==> config.mk <==
export PLATFORM = sky130hd
export DESIGN_NAME = clk_enable_gen
export DESIGN_NICKNAME = d
export VERILOG_FILES = /design/src/rtl/clkgen_pkg.sv /design/src/rtl/clk_div_chan.sv /design/src/rtl/clk_enable_gen.sv
export SDC_FILE = /design/constraint.sdc
export NUM_CORES = 1
export LEC_CHECK = 0
export ABC_AREA = 1
export BUFFER_PORTS_ARGS = -buffer_cell sky130_fd_sc_hd__buf_4
export CORE_MARGIN = 2
export CORE_UTILIZATION = 30
export CTS_BUF_LIST = sky130_fd_sc_hd__clkbuf_8 sky130_fd_sc_hd__clkbuf_16
export DETAILED_ROUTE_END_ITERATION = 7
export GPL_TIMING_DRIVEN = 0
export PLACE_DENSITY = 0.51
export SKIP_LAST_GASP = 1
export SLEW_MARGIN = 0
export SYNTH_ARGS = -nofsm -noshare
export SYNTH_HDL_FRONTEND = slang
export SYNTH_SLANG_ARGS = --single-unit
==> constraint.sdc <==
create_clock -name clk -period 3.9 [get_ports clk]
set_input_delay 0 -clock clk [delete_from_list [all_inputs] [get_ports clk]]
set_output_delay 0 -clock clk [all_outputs]
set_load 0.02 [all_outputs]
==> src/rtl/clkgen_pkg.sv <==
// Shared constants and helpers for the clock-enable generator.
// Defaults for counter width and test shift, channel-index width helper.
package clkgen_pkg;

  localparam int CNT_W_DEF     = 27;
  localparam int TST_SHIFT_DEF = 16;
  localparam int DIV_MIN       = 1;
  localparam int NUM_CH_MAX    = 16;

  // Width of a channel index; at least one bit.
  function automatic int ch_w(input int n);
    return (n > 1) ? $clog2(n) : 1;
  endfunction

endpackage

==> src/rtl/clk_div_chan.sv <==
// One tick channel: divisor register, effective-divisor calc, counter, tick flop.
// Ports:
//   clk, rst       master clock, synchronous active-high reset
//   tst            shorten divisor by TST_SHIFT
//   pause          hold counter, force tick low
//   sync           zero counter, force tick low
//   load/load_val  replace divisor on this edge (caller gates to wrap/sync)
//   wrap           this edge ends a period (combinational)
//   tick           registered one-cycle enable
//   wave           toggle output, only with CLKGEN_TOGGLE_OUT_EN defined
module clk_div_chan
  import clkgen_pkg::*;
#(
  parameter int CNT_W = CNT_W_DEF,
  parameter int TST_SHIFT = TST_SHIFT_DEF,
  parameter logic [CNT_W-1:0] DIV_RST = CNT_W'(100)
) (
  input  logic             clk,
  input  logic             rst,
  input  logic             tst,
  input  logic             pause,
  input  logic             sync,
  input  logic             load,
  input  logic [CNT_W-1:0] load_val,
  output logic             wrap,
`ifdef CLKGEN_TOGGLE_OUT_EN
  output logic             wave,
`endif
  output logic             tick
);

  logic [CNT_W-1:0] div_q;
  logic [CNT_W-1:0] cnt_q;
  logic [CNT_W-1:0] shr;
  logic [CNT_W-1:0] eff;
  logic             hit;

  assign shr = tst ? (div_q >> TST_SHIFT) : div_q;
  assign eff = (shr == '0) ? CNT_W'(DIV_MIN) : shr;

  // >= rather than == so a divisor that shrinks mid-count
  // (tst rising) wraps on the next edge instead of running long.
  assign hit  = cnt_q >= (eff - CNT_W'(1));
  assign wrap = ~pause & ~sync & hit;

  always_ff @(posedge clk) begin
    if (rst) begin
      div_q <= DIV_RST;
      cnt_q <= '0;
      tick  <= 1'b0;
    end else begin
      if (load) begin
        div_q <= load_val;
      end
      if (sync) begin
        cnt_q <= '0;
        tick  <= 1'b0;
      end else if (pause) begin
        tick  <= 1'b0;
      end else if (hit) begin
        cnt_q <= '0;
        tick  <= 1'b1;
      end else begin
        cnt_q <= cnt_q + CNT_W'(1);
        tick  <= 1'b0;
      end
    end
  end

`ifdef CLKGEN_TOGGLE_OUT_EN
  always_ff @(posedge clk) begin
    if (rst) begin
      wave <= 1'b0;
    end else if (sync) begin
      wave <= 1'b0;
    end else if (wrap) begin
      wave <= ~wave;
    end
  end
`endif

endmodule

==> src/rtl/clk_enable_gen.sv <==
// Multi-channel clock-enable generator with per-channel run-time divisors.
// Optional toggle outputs when CLKGEN_TOGGLE_OUT_EN is defined.
// Ports:
//   clk, rst             master clock, synchronous active-high reset
//   tst, pause, sync     test acceleration, freeze, phase align (all channels)
//   cfg_valid/cfg_ready  divisor update handshake
//   cfg_ch, cfg_div      target channel and new divisor (0 acts as 1)
//   tick[NUM_CH]         registered one-cycle enables
//   wave[NUM_CH]         50% toggle per channel (CLKGEN_TOGGLE_OUT_EN only)
module clk_enable_gen
  import clkgen_pkg::*;
#(
  parameter int NUM_CH = 4,
  parameter int CNT_W = CNT_W_DEF,
  parameter logic [NUM_CH*CNT_W-1:0] DIV_INIT =
    {NUM_CH{CNT_W'(100)}},
  parameter int TST_SHIFT = TST_SHIFT_DEF,
  localparam int CH_W = ch_w(NUM_CH)
) (
  input  logic              clk,
  input  logic              rst,
  input  logic              tst,
  input  logic              pause,
  input  logic              sync,
  input  logic              cfg_valid,
  output logic              cfg_ready,
  input  logic [CH_W-1:0]   cfg_ch,
  input  logic [CNT_W-1:0]  cfg_div,
`ifdef CLKGEN_TOGGLE_OUT_EN
  output logic [NUM_CH-1:0] wave,
`endif
  output logic [NUM_CH-1:0] tick
);

  logic              rst_q;
  logic              pend_q;
  logic [CH_W-1:0]   pend_ch_q;
  logic [CNT_W-1:0]  pend_div_q;

  logic              accept;
  logic              in_rng;
  logic              src_vld;
  logic [CH_W-1:0]   src_ch;
  logic [CNT_W-1:0]  src_div;
  logic              applied;
  logic [NUM_CH-1:0] wrap;
  logic [NUM_CH-1:0] load;

  assign cfg_ready = ~rst_q & ~pend_q;
  assign accept    = cfg_valid & cfg_ready;
  assign in_rng    = int'(cfg_ch) < NUM_CH;

  // The pending entry and a fresh accept never coexist (ready
  // drops while pending), so one source mux feeds all channels.
  // A fresh accept may land directly if its channel wraps or
  // sync fires on the accepting edge.
  assign src_vld = pend_q | (accept & in_rng);
  assign src_ch  = pend_q ? pend_ch_q : cfg_ch;
  assign src_div = pend_q ? pend_div_q : cfg_div;
  assign applied = |load;

  for (genvar i = 0; i < NUM_CH; i++) begin : g_ch
    assign load[i] = src_vld
                   & (src_ch == CH_W'(i))
                   & (sync | wrap[i]);

    clk_div_chan #(
      .CNT_W     (CNT_W),
      .TST_SHIFT (TST_SHIFT),
      .DIV_RST   (DIV_INIT[i*CNT_W +: CNT_W])
    ) u_chan (
      .clk      (clk),
      .rst      (rst),
      .tst      (tst),
      .pause    (pause),
      .sync     (sync),
      .load     (load[i]),
      .load_val (src_div),
      .wrap     (wrap[i]),
`ifdef CLKGEN_TOGGLE_OUT_EN
      .wave     (wave[i]),
`endif
      .tick     (tick[i])
    );
  end

  always_ff @(posedge clk) begin
    rst_q <= rst;
    if (rst) begin
      pend_q     <= 1'b0;
      pend_ch_q  <= '0;
      pend_div_q <= '0;
    end else if (pend_q) begin
      if (applied) begin
        pend_q <= 1'b0;
      end
    end else if (accept & in_rng & ~applied) begin
      pend_q     <= 1'b1;
      pend_ch_q  <= cfg_ch;
      pend_div_q <= cfg_div;
    end
  end

endmodule

=== After elaboration in Yosys (flattened, before gate mapping) ===
Cells that the tools add are included.

* Register bits: 251
* Input bits: 35
* Output and inout port bits: 5
* Word-level logic and storage cells: 87

* Add/sub/neg operators: 8
* Order comparisons: 4
* Eq/ne operators: 3
* Multiplexer cells: 21
* Bitwise operators: 26
* Reductions and logical operators: 9

{| class="wikitable"
|+ Operators by type and width
! kind !! count
|-
| $mux 27 || 13
|-
| $add 27x1->27 const B || 4
|-
| $ge 27x27->1 || 4
|-
| $logic_not 27->1 || 4
|-
| $sub 27x1->27 const B || 4
|-
| $and 1x1->1 || 16
|-
| $mux 1 || 7
|-
| $not 1->1 || 5
|-
| $or 1x1->1 || 5
|-
| $eq 2x2->1 const B || 2
|-
| $reduce_or 4->1 || 1
|-
| $reduce_or 3->1 || 1
|-
| $eq 2x1->1 const B || 1
|-
| $logic_not 2->1 || 1
|-
| $mux 2 || 1
|-
| $reduce_and 2->1 || 1
|-
| $reduce_or 2->1 || 1
|}

=== Logic depth before layout (Yosys ltp) ===
Gate-level depths: netlist of run 1.

* Depth after elaboration: 13
* Gate-level depth with buffers: 38
* Depth with buffers taken out: 35

=== Cells and area by module ===
Synthesis of run 1 repeated with hierarchy kept, for this count alone.

* Cells, all modules: 2916
* Area, all modules: 18037.3 µm²

{| class="wikitable"
|+ Modules (own cells, without submodules)
! module !! times used !! cells an instance !! area each (µm²) !! sequential area each (µm²)
|-
| clk_div_chan (g_ch[1].u_chan ...) || 3 || 648 || 4028.9 || 1101.1
|-
| clk_div_chan (g_ch[0].u_chan) || 1 || 611 || 3921.3 || 1101.1
|-
| clk_enable_gen || 1 || 361 || 2029.4 || 620.6
|}

=== Worst setup path before layout of run 1 ===
Ideal clock, no wire load.

* Kind: flip-flop to flip-flop
* From: register g_ch[1].u_chan.div_q[21]
* To: register pend_ch_q[0]
* Library setup time: 0.064 ns
* Arrival time: 4.060 ns
* Data required time: 3.836 ns
* Slack: -0.224 ns
* Stages on the path, launching flop included: 33
* Path buffers: 3
* Period minus slack after synthesis: 4.124 ns
* Cells stage by stage: dfxtp_1 inv_1 o21ai_0 nor2_1 nand2_1 nor4_1 nand4_1 nand2_1 inv_2 buf_6 ha_1 inv_1 nor3_4 nand2_2 nor3_4 nand2_1 nor2_1 xnor2_1 ha_1 a21o_1 nor2_1 nand2_1 nor2_1 nand3_1 nand2_1 nand2_1 nand2_1 nand2_2 nor2_2 buf_4 buf_6 a21oi_1 nor2_1

* Cells in the longest elaborated chain, start to end: 12

{| class="wikitable"
|+ Ends and longest elaborated chain
! item !! line !! source
|-
| from (decl) || clk_div_chan.sv:32 || <nowiki>logic [CNT_W-1:0] div_q;</nowiki>
|-
| from (signal assigned) || clk_div_chan.sv:53 || <nowiki>div_q <= load_val;</nowiki>
|-
| $mux 27 (*) || clk_div_chan.sv:38 || <nowiki>assign shr = tst ? (div_q >> TST_SHIFT) : div_q;</nowiki>
|-
| $logic_not 27->1 || clk_div_chan.sv:39 || <nowiki>assign eff = (shr == '0) ? CNT_W'(DIV_MIN) : shr;</nowiki>
|-
| $mux 27 (*) || clk_div_chan.sv:39 ||
|-
| $sub 27x1->27 (*) || clk_div_chan.sv:43 || <nowiki>assign hit = cnt_q >= (eff - CNT_W'(1));</nowiki>
|-
| $ge 27x27->1 (*) || clk_div_chan.sv:43 ||
|-
| $and 1x1->1 (*) || clk_div_chan.sv:44 || <nowiki>assign wrap = ~pause & ~sync & hit;</nowiki>
|-
| $or 1x1->1 (*) || clk_enable_gen.sv:65 || <nowiki>& (sync | wrap[i]);</nowiki>
|-
| $and 1x1->1 (*) || clk_enable_gen.sv:65 ||
|-
| $reduce_or 4->1 (*) || clk_enable_gen.sv:60 || <nowiki>assign applied = |load;</nowiki>
|-
| $not 1->1 (*) || clk_enable_gen.sv:97 || <nowiki>end else if (accept & in_rng & ~applied) begin</nowiki>
|-
| $and 1x1->1 (*) || clk_enable_gen.sv:97 ||
|-
| $reduce_and 2->1 (no line) (*) || n/a ||
|-
| to (signal assigned) || clk_enable_gen.sv:99 || <nowiki>pend_ch_q <= cfg_ch;</nowiki>
|-
| to (decl) || clk_enable_gen.sv:37 || <nowiki>logic [CH_W-1:0] pend_ch_q;</nowiki>
|}

Mark *: on every way between the ends. The rest lies on a longest branch, timed or not.
A chain may end at the register's enable or synchronous reset.

=== Final worst setup path of run 1 ===
* From: register g_ch[0].u_chan.div_q[19]
* To: register g_ch[0].u_chan.div_q[17]

* Cells in the longest elaborated chain, start to end: 8

{| class="wikitable"
|+ Ends and longest elaborated chain
! item !! line
|-
| from (decl) || clk_div_chan.sv:32
|-
| from (signal assigned) || clk_div_chan.sv:53
|-
| $mux 27 (*) || clk_div_chan.sv:38
|-
| $logic_not 27->1 || clk_div_chan.sv:39
|-
| $mux 27 (*) || clk_div_chan.sv:39
|-
| $sub 27x1->27 (*) || clk_div_chan.sv:43
|-
| $ge 27x27->1 (*) || clk_div_chan.sv:43
|-
| $and 1x1->1 (*) || clk_div_chan.sv:44
|-
| $or 1x1->1 (*) || clk_enable_gen.sv:65
|-
| $and 1x1->1 (*) || clk_enable_gen.sv:65
|}

Marks and branches as above.

==> results.json, run 1 <==
{
  "drtPass1Iterations": 5,
  "setup_viol": 176,
  "grt_first_pass_wirelength_mm": 89.7,
  "n_fill_cell": 5705,
  "violations": "max-capacitance violations, max-slew violations, negative setup slack",
  "synthFlopType": "dfxtp_1",
  "required_ns": 4.37,
  "ys_types": 45,
  "syn_area_mm2": 0.0168,
  "clock_sinks": 251,
  "ant_nets": 0,
  "leakagePower_nw": 9.79,
  "max_cap_violations": 9,
  "routed.top_layer": "met4",
  "tns_ns": -29.41,
  "grt_max_degree": 15,
  "slew_headroom_pct": -4.54,
  "syn_inst": 2547,
  "skew_ns": 0.0162,
  "antennaDiodeCount": 0,
  "layout_commonest_cell": "nand2_1",
  "fp.coreArea_mm2": 0.0552,
  "cts_buffers": 31,
  "antenna_found_initial": 0,
  "setup_slack_ns": -0.331,
  "cp_max_fo": 5,
  "avgSynthCellArea_um2": 6.58,
  "grt_pass1_vias": 16484,
  "met2_length_mm": 26.5,
  "yosys_warnings": 0,
  "die_area_mm2": 0.0578,
  "die_y_um": 240,
  "tightest_slew_ns": 1.55,
  "synthToLayoutAreaGrowth_pct": 34.2,
  "synth_edf_count": 0,
  "grt_usage_pct": 19.6,
  "cts_max_level": 1,
  "port_buffers": 38,
  "drive_above_1_share_pct": 24.0,
  "rows": 86,
  "p_total_mw": 7.48,
  "fin_hold_ws_ns": 0.104,
  "fin_util_pct": 40.8,
  "gp_congestion": 0.930,
  "instances_no_fill": 3569,
  "drt-total-wl_mm": 58.4,
  "cts_tree": "done",
  "fmax_mhz": 236,
  "max_stage_delay_ns": 0.32,
  "layout_common_cells": "445 x nand2_1, 344 x nor2_1, 293 x inv_1",
  "start_util_pct": 30.4,
  "synthArstFlopShare_pct": 0,
  "die_x_um": 240,
  "num-nets-final": 2950,
  "seq_area_frac_synth_pct": 30.0,
  "status": "finished, violations left",
  "cts_root_buffer": "clkbuf_16",
  "synth_seq_cells": 251,
  "p_per_area_mw_per_mm2": 332,
  "crit_path_start_kind": "register",
  "worst-setup-path-type": "register to register",
  "wire_per_inst_um": 16.4,
  "clk_pin_slew_ns": 0.06,
  "synth_nets": 2698,
  "dp.final_hpwl_mm": 42.4,
  "wl_met1_mm": 27.7,
  "dr_wl_met3_mm": 2.67,
  "slowest_stage": "dfxtp_2",
  "place_inst": 3334,
  "clock_path_buffers": 3,
  "grt_setup_unrepaired": "yes",
  "drc_errors": 0,
  "worstSetupEndpointType": "register",
  "slew_violations": 17,
  "drt_iter0_drc": 935,
  "grt-ovfl-total": 0,
  "cp.arrival_ns": 4.70,
  "hold_violations": 0,
  "hold_path.class": "primary input to register",
  "routed_via_density": 4.83,
  "ioPinCount": 40,
  "vias": 17226,
  "period_share_pct": 108,
  "insertion_delay_ns": 0.58,
  "fin_crit_ns": 4.23,
  "ir_drop_v": 0.000389
}
[through the flow]
step	instance area (um^2)	setup WS, ns
floorplan	16800	0.00633
global placement	18000	-1.50
detailed placement	18000	-1.47
CTS	21200	-0.377
global route	22500	-0.577
finish	22500	-0.331
[critical path, delay by kind of cell, from the launching register on]
kind | cells | cell delay (ns)
DFF | 1 | 0.32
and+or+nand+nor | 20 | 2.01
xor gates and xnor gates | 1 | 0.10
AOI/OAI and AO/OA | 2 | 0.25
adders and majority gates | 2 | 0.46
buffers and inverters | 10 | 0.99
[final cells by class]
type                       instances  area (um^2)  area share [%]
buffer                            90          777            3.45
clock buffer                      38          872            3.88
clock inverter                    17          179           0.795
inverter                         336         1280            5.68
multi-input combinational       1870        11500            51.1
sequential                       251         5060            22.5
tap                              748          936            4.16
timing repair buffer             219         1900            8.44
[kinds of logic (layout without fill, tap and decap cells)]
| logic type | count (synthesis) | count (layout) | share of synthesized area [%] |
|---|---|---|---|
| simple gates | 1239 | 1239 | 31.7 |
| buf+inv | 426 | 700 | 10.4 |
| compound gates | 370 | 370 | 11.7 |
| flops | 251 | 251 | 30.0 |
| xor+xnor | 145 | 145 | 7.57 |
| fa+ha+maj | 116 | 116 | 8.66 |
[repair_timing]
item	in CTS	in global routing
buffers inserted	84	59
gates cloned	8	3
pin swaps	69	125
hold buffers	32	0
resized for setup	310	287
hold endpoints to repair	50	0
endpoints found under the setup margin	249	249
[cells in the mapped netlist (14+ instances only)]
library cell	number	share of area (%)
xor2_1	96	5.0
o21ai_0	148	4.4
inv_1	325	7.3
a21oi_1	156	4.7
nor2_1	426	9.5
nand2_1	504	11
o21ai_1	23	0.69
nand3_1	117	3.5
buf_6	14	0.94
nor3b_1	15	0.67
xnor2_1	49	2.6
nor4_1	15	0.56
nor3_1	71	2.1
ha_1	116	8.7
dfxtp_1	251	30
nand4_1	40	1.5
clkbuf_1	56	1.3
[final timing paths]
check	startpoint	cells after the start	to	slack, ns
setup reg to reg	g_ch[0].u_chan.div_q[19]$_SDFFE_PP0P_	35	g_ch[0].u_chan.div_q[17]$_SDFFE_PP0P_	-0.33
setup / recovery	g_ch[0].u_chan.div_q[19]$_SDFFE_PP0P_	35	g_ch[0].u_chan.div_q[17]$_SDFFE_PP0P_	-0.33
hold reg to reg	pend_div_q[15]$_SDFFE_PP0P_	2	pend_div_q[15]$_SDFFE_PP0P_	0.47
hold / removal	rst	2	rst_q$_DFF_P_	0.10
[sequential cells by signal, summed over array words and instances, names as in the netlist]
name	cells
rst_q	1
g_ch.u_chan.div_q	108
pend_q	1
pend_div_q	27
g_ch.u_chan.tick	4
pend_ch_q	2
g_ch.u_chan.cnt_q	108
[report_power, final]
group / internal [mW] / total [mW] / switching [mW]
Clock: 1.82 / 3.02 / 1.19
Combinational: 0.669 / 1.76 / 1.09
Sequential: 2.65 / 2.70 / 0.0489
Total: 5.15 / 7.48 / 2.33
[per-layer routing]
layer	global-route usage [%]	vias up
met2	32.2	387
li1	-	8659
met4	5.70	0
met3	2.06	86
met5	0	-
met1	27.2	8094
Power figures use the tool's default switching activity.
==> run 2: changes to the inputs <==
CORE_UTILIZATION = 45   (was 30)
PLACE_DENSITY = 0.68   (was 0.51)
==> run 2 against run 1 <==
  * The run still ends with max-capacitance violations, max-slew violations, negative setup slack left
  * Combinational power down 2%
  * Design area down 4.5%
  * Sequential power about the same
  * Register-to-register slack worse by 0.08 ns
  * Count of clock-buffer cells in the layout down 3
  * Core utilization up 18 points
  * First-iteration DRC count up 53%
  * Global-route usage up 8.5 points
  * Highest routed layer unchanged
  * Die area down 33%
  * Via count up 2.3%
==> results.json, run 2 (same netlist as run 1, synthesis figures left out) <==
{
  "status": "finished, violations left",
  "violations": "max-capacitance violations, max-slew violations, negative setup slack",
  "p_per_area_mw_per_mm2": 331,
  "die_y_um": 197,
  "slew_headroom_pct": -9.41,
  "grt_setup_unrepaired": "yes",
  "layout_commonest_cell": "nand2_1",
  "drive_above_1_share_pct": 20.6,
  "die_x_um": 197,
  "drt_iter0_drc": 1431,
  "drt-total-wl_mm": 55.7,
  "fin_hold_ws_ns": 0.132,
  "hold_path.class": "primary input to register",
  "max_stage_delay_ns": 0.34,
  "period_share_pct": 111,
  "ir_drop_v": 0.000306,
  "instances_no_fill": 3263,
  "num-nets-final": 2927,
  "placed_cell_area_mm2": 0.0177,
  "reg_top3": "g_ch.u_chan.cnt_q x108, g_ch.u_chan.div_q x108, pend_div_q x27",
  "drtPass1Iterations": 5,
  "rows": 70,
  "clock_sinks": 251,
  "insertion_delay_ns": 0.58,
  "cts_root_buffer": "clkbuf_16",
  "slowest_stage": "dfxtp_1",
  "worst-setup-path-type": "register to register",
  "vias": 17622,
  "slew_violations": 11,
  "tightest_slew_ns": 1.62,
  "ant_nets": 0,
  "leakagePower_nw": 9.57,
  "fp.coreArea_mm2": 0.0366,
  "synthToLayoutAreaGrowth_pct": 28.1,
  "grt_first_pass_wirelength_mm": 87.5,
  "required_ns": 4.37,
  "drc_errors": 0,
  "antennaDiodeCount": 0,
  "hold_violations": 0,
  "p_total_mw": 7.11,
  "cts_buffers": 29,
  "worstHoldPathCells": 2,
  "port_buffers": 38,
  "die_area_mm2": 0.0388,
  "fin_crit_ns": 4.31,
  "setup_slack_ns": -0.411,
  "crit_path_start_kind": "register",
  "start_util_pct": 45.8,
  "cts_tree": "done",
  "cts_max_level": 1,
  "setup_viol": 190,
  "layout_common_cells": "457 x nand2_1, 365 x nor2_1, 301 x inv_1",
  "antenna_found_initial": 0,
  "wire_per_inst_um": 17.1,
  "skew_ns": 0.0123,
  "ioPinCount": 40,
  "gp_congestion": 0.976,
  "grt_usage_pct": 28.1,
  "place_inst": 3053,
  "cp.arrival_ns": 4.78,
  "cp_max_fo": 5,
  "final_area_mm2": 0.0215,
  "routed_via_density": 5.40,
  "dp.final_hpwl_mm": 38.7,
  "clock_path_buffers": 3,
  "grt_pass1_vias": 17024,
  "reg2regPathDepth": 31,
  "clk_pin_slew_ns": 0.06,
  "n_fill_cell": 3343,
  "grt_max_degree": 14,
  "max_cap_violations": 4,
  "worstSetupEndpointType": "register",
  "grt-ovfl-total": 0,
  "fmax_mhz": 232,
  "fin_util_pct": 58.7
}
-- run 2: cell types whose count changed in the layout (fill, tap and decap cells not counted), moves of 9 or more --
cell,change
nand2_1,+12
nor2_1,+21
buf_4,-26
nand3_1,-11
a21oi_2,-11
nand2_2,-12
nor2_4,-16
dfxtp_2,-13
dfxtp_1,+13
a21oi_1,+11
inv_2,-14
nand3_2,+9
-- run 2: area by class of cell --
class | instances | area (um^2) | share of cell area [%]
Multi-Input combinational cell | 1870 | 11100 | 51.9
Sequential cell | 251 | 5040 | 23.5
Timing Repair Buffer | 199 | 1760 | 8.19
Inverter | 336 | 1280 | 5.97
Clock buffer | 35 | 808 | 3.76
Buffer | 89 | 753 | 3.51
Tap cell | 468 | 586 | 2.73
Clock inverter | 15 | 108 | 0.501
-- run 2: path summary, 6_finish.rpt --
path	endpoint	slack (ns)	start
worst max-delay path	pend_div_q[12]$_SDFFE_PP0P_	-0.41	g_ch[3].u_chan.div_q[23]$_SDFFE_PP0P_
worst min-delay path	rst_q$_DFF_P_	0.13	rst
worst max register to register	pend_div_q[12]$_SDFFE_PP0P_	-0.41	g_ch[3].u_chan.div_q[23]$_SDFFE_PP0P_
worst min register to register	g_ch[0].u_chan.div_q[14]$_SDFFE_PP0P_	0.46	g_ch[0].u_chan.div_q[14]$_SDFFE_PP0P_
-- run 2: what timing repair did --
item / CTS / global route
gates resized for setup: 312 / 164
setup endpoints to repair: 249 / 249
hold buffers: 32 / 0
endpoints found under the hold margin: 43 / 0
setup buffers: 78 / 38
pin swaps: 77 / 88
cloned: 12 / 2
-- run 2: metal layers --
metal  vias to the layer above  share of wire (%)  track usage, %
met1                      8240                 44            37.5
met5                         -                  0               0
met3                       157                7.3            4.20
met4                         0                3.8            10.9
met2                       597                 45            45.9
li1                       8628                  -               -
-- run 2: worst max-delay path, delay by kind of cell, from the launching register on --
family / cells / cell delay [ns]
and+or+nand+nor: 20 / 2.12
buffers and inverters: 6 / 0.63
adders and majority gates: 2 / 0.44
DFF: 1 / 0.34
AOI/OAI and AO/OA: 2 / 0.34
xor gates and xnor gates: 1 / 0.28
-- run 2: report_power, final --
group | total (mW) | switching [mW] | internal (mW)
Combinational | 1.72 | 1.07 | 0.652
Sequential | 2.70 | 0.0497 | 2.65
Clock | 2.69 | 1.16 | 1.52
-- run 2: per-stage QoR --
step / TNS [ns] / setup slack (ns)
after global routing: -93.31 / -0.621
after detailed placement: -264.90 / -1.38
after CTS: -43.81 / -0.438
after floorplan: 0 / 0.00633
final: -37.16 / -0.411
after global placement: -248.26 / -1.31
